==> src/rtl/cmp_hyst_array.sv <==
// cmp_hyst_array: multi-channel unsigned comparator with hysteresis,
// debounce and an optional sticky-latch mode.
//
// Ports:
//   clk    - system clock, all registers update on the rising edge
//   rst    - synchronous active-high reset, highest priority
//   en     - sample enable; when low every piece of state holds
//   sticky - 0 = hysteretic mode, 1 = sticky-latch mode (out holds once set)
//   clr    - synchronous clear of out, debounce/sample counters and valid
//   a, b   - packed operands, channel c uses bits [c*WIDTH +: WIDTH]
//   out    - registered comparator decision per channel
//   chg    - one-cycle pulse in the cycle after out[c] changes
//   valid  - high once DEBOUNCE enabled samples were taken since rst/clr
module cmp_hyst_array #(
  parameter int CHANNELS = 2,
  parameter int WIDTH    = 4,
  parameter int HYST     = 1,
  parameter int DEBOUNCE = 3
) (
  input  logic                      clk,
  input  logic                      rst,
  input  logic                      en,
  input  logic                      sticky,
  input  logic                      clr,
  input  logic [CHANNELS*WIDTH-1:0] a,
  input  logic [CHANNELS*WIDTH-1:0] b,
  output logic [CHANNELS-1:0]       out,
  output logic [CHANNELS-1:0]       chg,
  output logic [CHANNELS-1:0]       valid
);

  localparam int CNT_W = $clog2(DEBOUNCE + 1);
  localparam logic [CNT_W-1:0] DC_LAST  = CNT_W'(DEBOUNCE - 1);
  localparam logic [CNT_W-1:0] SC_FULL  = CNT_W'(DEBOUNCE);
  localparam logic [CNT_W-1:0] CNT_ONE  = CNT_W'(1);
  localparam logic [WIDTH:0]   HYST_X   = (WIDTH + 1)'(HYST);

  logic [CHANNELS-1:0] out_q, out_d;
  logic [CHANNELS-1:0] chg_q, chg_d;
  logic [CHANNELS-1:0] valid_q, valid_d;
  logic [CNT_W-1:0]    dc_q [CHANNELS];
  logic [CNT_W-1:0]    dc_d [CHANNELS];
  logic [CNT_W-1:0]    sc_q [CHANNELS];
  logic [CNT_W-1:0]    sc_d [CHANNELS];

  logic [WIDTH:0]      a_x  [CHANNELS];
  logic [WIDTH:0]      b_x  [CHANNELS];
  logic [CHANNELS-1:0] q_s;

  // Qualifying condition per channel, widened by one bit so the hysteresis
  // offset can never wrap (a=b=max with HYST=1 must not qualify).
  always_comb begin
    for (int c = 0; c < CHANNELS; c++) begin
      a_x[c] = {1'b0, a[c*WIDTH +: WIDTH]};
      b_x[c] = {1'b0, b[c*WIDTH +: WIDTH]};
      if (out_q[c]) begin
        // A latched sticky channel can only be released by clr or rst.
        if (sticky) begin
          q_s[c] = 1'b0;
        end else begin
          q_s[c] = (a_x[c] + HYST_X) < b_x[c];
        end
      end else begin
        q_s[c] = a_x[c] > (b_x[c] + HYST_X);
      end
    end
  end

  // Next-state logic: clr beats any due toggle; en low freezes everything
  // except chg, which is only ever a single-cycle pulse.
  always_comb begin
    out_d   = out_q;
    valid_d = valid_q;
    chg_d   = '0;
    dc_d    = dc_q;
    sc_d    = sc_q;
    for (int c = 0; c < CHANNELS; c++) begin
      if (clr) begin
        chg_d[c]   = out_q[c];
        out_d[c]   = 1'b0;
        valid_d[c] = 1'b0;
        dc_d[c]    = '0;
        sc_d[c]    = '0;
      end else if (en) begin
        // Sample counter saturates at DEBOUNCE; valid sets on reaching it.
        if (sc_q[c] != SC_FULL) begin
          sc_d[c] = sc_q[c] + CNT_ONE;
        end else begin
          sc_d[c] = sc_q[c];
        end
        if (sc_q[c] >= DC_LAST) begin
          valid_d[c] = 1'b1;
        end else begin
          valid_d[c] = valid_q[c];
        end
        if (!q_s[c]) begin
          dc_d[c] = '0;
        end else if (dc_q[c] == DC_LAST) begin
          out_d[c] = ~out_q[c];
          chg_d[c] = 1'b1;
          dc_d[c]  = '0;
        end else begin
          dc_d[c] = dc_q[c] + CNT_ONE;
        end
      end else begin
        out_d[c] = out_q[c];
        dc_d[c]  = dc_q[c];
      end
    end
  end

  // State registers with synchronous active-high reset.
  always_ff @(posedge clk) begin
    if (rst) begin
      out_q   <= '0;
      chg_q   <= '0;
      valid_q <= '0;
      dc_q    <= '{default: '0};
      sc_q    <= '{default: '0};
    end else begin
      out_q   <= out_d;
      chg_q   <= chg_d;
      valid_q <= valid_d;
      dc_q    <= dc_d;
      sc_q    <= sc_d;
    end
  end

  assign out   = out_q;
  assign chg   = chg_q;
  assign valid = valid_q;

endmodule

==> config.mk <==
export PLATFORM = sky130hd
export DESIGN_NAME = cmp_hyst_array
export DESIGN_NICKNAME = d
export VERILOG_FILES = /design/src/rtl/cmp_hyst_array.sv
export SDC_FILE = /design/constraint.sdc
export NUM_CORES = 1
export LEC_CHECK = 0
export ABC_CLOCK_PERIOD_IN_PS = 1700
export BUFFER_PORTS_ARGS = -buffer_cell sky130_fd_sc_hd__clkbuf_2
export CAP_MARGIN = 40
export CORE_ASPECT_RATIO = 0.75
export CORE_UTILIZATION = 48
export DETAILED_ROUTE_END_ITERATION = 8
export PLACE_DENSITY = 0.75
export SYNTH_ARGS = -nofsm -noshare
export SYNTH_HDL_FRONTEND = slang
export SYNTH_SLANG_ARGS = --single-unit
==> constraint.sdc <==
create_clock -name clk -period 1.7 [get_ports clk]
set_clock_uncertainty 0.15 [all_clocks]
set_input_delay 0.17 -clock clk [delete_from_list [all_inputs] [get_ports clk]]
set_output_delay 0.17 -clock clk [all_outputs]
set_load 0.005 [all_outputs]
Yosys cells after proc, flatten, opt, wreduce, memory -nomap -nowiden
Index checks and enable logic that the tools add are counted.

$add $sub $neg: 8. Order comparisons: 6. Eq/ne operators: 4. Muxes and demuxes: 16. Bitwise gates (word level): 2. Reductions and logical operators: 7.

Operator list (number): $add 4x1->5 const B (4); $mux 1 (12); $gt 4x5->1 (2); $lt 5x4->1 (2); $add 2x1->2 const B (4); $mux 2 (4); $reduce_and 2->1 (4); $reduce_and 3->1 (2); $eq 2x2->1 const B (2); $ge 2x2->1 const B (2); $ne 2x2->1 const B (2); $not 1->1 (2); $reduce_or 2->1 (1).

Flip-flop bits (word level): 14. Output and inout bits: 6. Word-level logic and storage cells: 52.

Logic depth before layout (Yosys ltp)
Depth in word-level cells: 7. Depth in mapped cells: 8.

Worst setup path before layout
OpenSTA, ideal clock, no wires.

Kind: input port to flip-flop. Start: in a[4]. End: reg out_q[1], in the netlist out[1]. Data arrival time: 1.593 ns. Path slack: -0.114 ns. Stages: 8. Path buffers: 0. Cell sequence: ha_1 > xor2_1 > ha_1 > o21ai_1 > a21oi_1 > a311oi_2 > o2111a_2 > mux2i_1.

Cells in the longest elaborated chain, start to end: 5. Elaborated cells between the ends (all ways): 6.

Ends and longest elaborated chain: start, declared (RTL line 25) `input logic [CHANNELS*WIDTH-1:0] a,`; $add 4x1->5 (RTL line 61) `q_s[c] = (a_x[c] + HYST_X) < b_x[c];`; $lt 5x4->1 (RTL line 61); $mux 1 (RTL line 58) `if (sticky) begin`; $mux 1 * (RTL line 56) `if (out_q[c]) begin`; $reduce_and 3->1 (no line) *; end signal, assigned (RTL line 121) `out_q <= out_d;`; end, declared (RTL line 38) `logic [CHANNELS-1:0] out_q, out_d;`.

Every way passes the cells marked *; elsewhere a longest branch is shown, timed or not. A chain may end at the register's enable or synchronous reset.

Final worst setup path
Start: in a[5]. End: reg out_q[1], in the netlist out[1].

The elaborated chain is that of the path after synthesis.

==> impl_metrics.yaml <==
layout:
  final_cell_mix: "24 x clkbuf_2, 20 x buf_4, 19 x ha_1, 15 x inv_1, 14 x dfxtp_1"
  drive_gt1_frac: 0.370
  final_common_cell: "clkbuf_2"
  fin_nets: 225
  area_delta_synth_final_pct: 36.2
  diodes: 0
worst_setup_path:
  worst_path_max_delay_cell: "a311oi_2"
  r2r_setup_slack_ns: 0.25
  path_max_fanout: 3
  critPathKind: "input pin to register"
  cp-end-kind: "register"
  worst_ep_arrival_time_ns: 1.80
  start_kind: "input pin"
  cp_cell_sequence: "buf_8 > ha_4 > xor2_2 > ha_1 > o21ai_1 > a21oi_2 > a311oi_2 > o2111a_2 > mux2i_1"
  r2r_start: "out[1]"
  worstPathRequired_ns: 1.77
  crit_path_max_incr_delay_ns: 0.30
  timing.rr.end: "out[1]"
  cp_top_family: "compound AO/OA/AOI/OAI gates"
  r2r_cells: 4
  crit_buf_inv: 1
timing:
  final.period_utilization: 1.02
  max_slew_margin: 0.748
  max_freq_mhz: 576
  slew_violations: 0
  worst_slack_ns: -0.0348
  hold_slack_ns: 0.0496
  setup_viol: 1
  rsz0062_at_grt: "yes"
  setup_tns_ns: -0.0348
  min_period_ns: 1.73
  worstMarginPinSlew_ns: 0.376
  hold_viol: 0
grt:
  top_usage_layer: "met2"
  grt_start_max_net_pins: 13
  grt-ovfl-total: 0
  grtUsageMet1: 0.262
  met3_usage: 0.0430
  grt_pass1_wl_mm: 4.44
  grt_use_total: 0.224
  antenna_found_initial: 0
  grt_util_met2: 0.420
  grt_pass1_vias: 1080
status:
  violations: "setup timing"
  outcome: "finished with violations"
synthesis:
  syn_inst: 132
  syn_avg_cell_area_sq_um: 8.89
  synth-edff-count: 0
  yosysWarnings: 0
  synth.distinct_cells: 34
  synth_top_cell_area_share: 0.239
  seq_area_frac_synth: 0.239
  synth_top_area_cell: "dfxtp_1"
  netlist_area_sq_mm: 0.00117
  synth_ff_type: "dfxtp_1"
  synth_nets: 175
  yosys-top-cells-area: "dfxtp_1 24%, ha_1 23%, xnor2_1 6.0%"
  synth_seq_cells: 14
  async_flop_share: 0
die:
  io_pins: 27
  fp.dieW_um: 59.1
  die_y_um: 44.8
  core_sq_mm: 0.00231
  initial_utilization: 0.508
  dieArea_sq_mm: 0.00265
  std_cell_rows: 15
cts:
  clock-sinks: 14
  clk_latency_ns: 0.28
  htreeDepth: 1
  cts_root_buf: "clkbuf_4"
  clockBufferDepth: 2
  clk_pin_slew_ns: 0.08
  numCtsBuffers: 3
  cts_tree: "built"
routing:
  vias: 1113
  drcViolationCount: 0
  routed_via_density: 5.18
  dr.pass1.iters: 4
  final_antenna_net_count: 0
  avgRoutedWirePerCell_um: 12.8
  wirelength_mm: 2.75
  drtIter0Drc: 26
placed_design:
  globalplace.congestion: 0.823
  hpwl_mm: 2.21
  io_buffers: 26
hold_path:
  min_to: "chg[1]"
  hp-start: "clr"
  min_path_type: "input pin to register"
  hold_depth: 3
flow_run:
  cap_viol_max_count: 0
power_and_ir_drop:
  ir_worst_vdd_v: 0.000350
  power.static_leakage_nw: 0.744
  power_density_mw_per_mm2: 554
## sequential cells by signal (all words and copies together) (netlist names)
name / cells
sc_q: 4
chg: 2
out: 2
dc_q: 4
valid: 2
## report_power, final
group	switching (W)	internal, W	total, W
Combinational	0.000151	0.000156	0.000307
Sequential	0.00000504	0.000334	0.000339
Clock	0.000110	0.000130	0.000240
## kinds of logic (layout without fill, tap and decap cells)
family	Yosys count	after routing	share of synthesized area
simple gates	41	41	0.183
compound gates	25	25	0.181
fa+ha+maj	22	22	0.235
buf+inv	17	66	0.0618
flops	14	14	0.239
xor+xnor	10	10	0.0746
mux	3	3	0.0256
## per-layer routing
layer | part of all wire | vias to the layer above | routed length [um]
met5 | 0 | - | 0
met4 | 0 | 0 | 0
met3 | 0.039 | 0 | 106
met2 | 0.52 | 33 | 1440
met1 | 0.44 | 508 | 1210
li1 | - | 572 | -
## worst max path at each step
stage	from	end	slack [ns]	depth (start not counted)
after detailed placement	b[4]	out[1]	-0.28	9
after CTS	a[4]	out[1]	0.02	9
after global routing	a[5]	out[1]	-0.08	9
after floorplan	b[4]	out[1]	-0.005	8
final	a[5]	out[1]	-0.03	9
after global placement	a[4]	out[1]	-0.19	9
## cells in the mapped netlist (all sizes together) (2+ instances only)
cell type  number
buf             2
nand2           5
nand4           3
a311oi          2
o21ai           3
nand2b          3
o32ai           4
nand3b          2
nor2b           3
xnor2           8
xor2            2
ha             22
nand3           8
a21oi           9
o211ai          2
dfxtp          14
nor2           13
mux2i           3
inv            15
## tightest hold or removal path, stage by stage
cell       delay [ns]
clkbuf_2         0.12
nand2_1          0.07
o2bb2ai_1        0.08
## per-stage QoR
| step | instances | power (W) | utilization | cell area, sq um | setup slack, ns |
|---|---|---|---|---|---|
| floorplan | 132 | 0.000514 | - | 1210 | -0.00544 |
| global placement | 207 | 0.000607 | 0.648 | 1500 | -0.192 |
| detailed placement | 207 | 0.000628 | 0.648 | 1500 | -0.279 |
| CTS | 212 | 0.000870 | 0.668 | 1540 | 0.0179 |
| global route | 215 | 0.000940 | 0.693 | 1600 | -0.0850 |
| finish | 215 | 0.000886 | 0.693 | 1600 | -0.0348 |
## final cells by class
| type | count | area [sq um] |
|---|---|---|
| flip-flops and latches | 14 | 280 |
| well taps | 34 | 42.5 |
| inverters | 15 | 56.3 |
| multi-input cells | 101 | 873 |
| fillers | 176 | 709 |
| clock buffers | 4 | 36.3 |
| repair buffers | 47 | 310 |
## what timing repair did
item                       4_1_cts  5_1_grt
hold buffers                     1        0
resized for setup                0       12
hold endpoints to repair         2        0
buffers inserted                 0        3
setup endpoints to repair        0        4
Note: power is estimated with default switching activity, not from simulation.
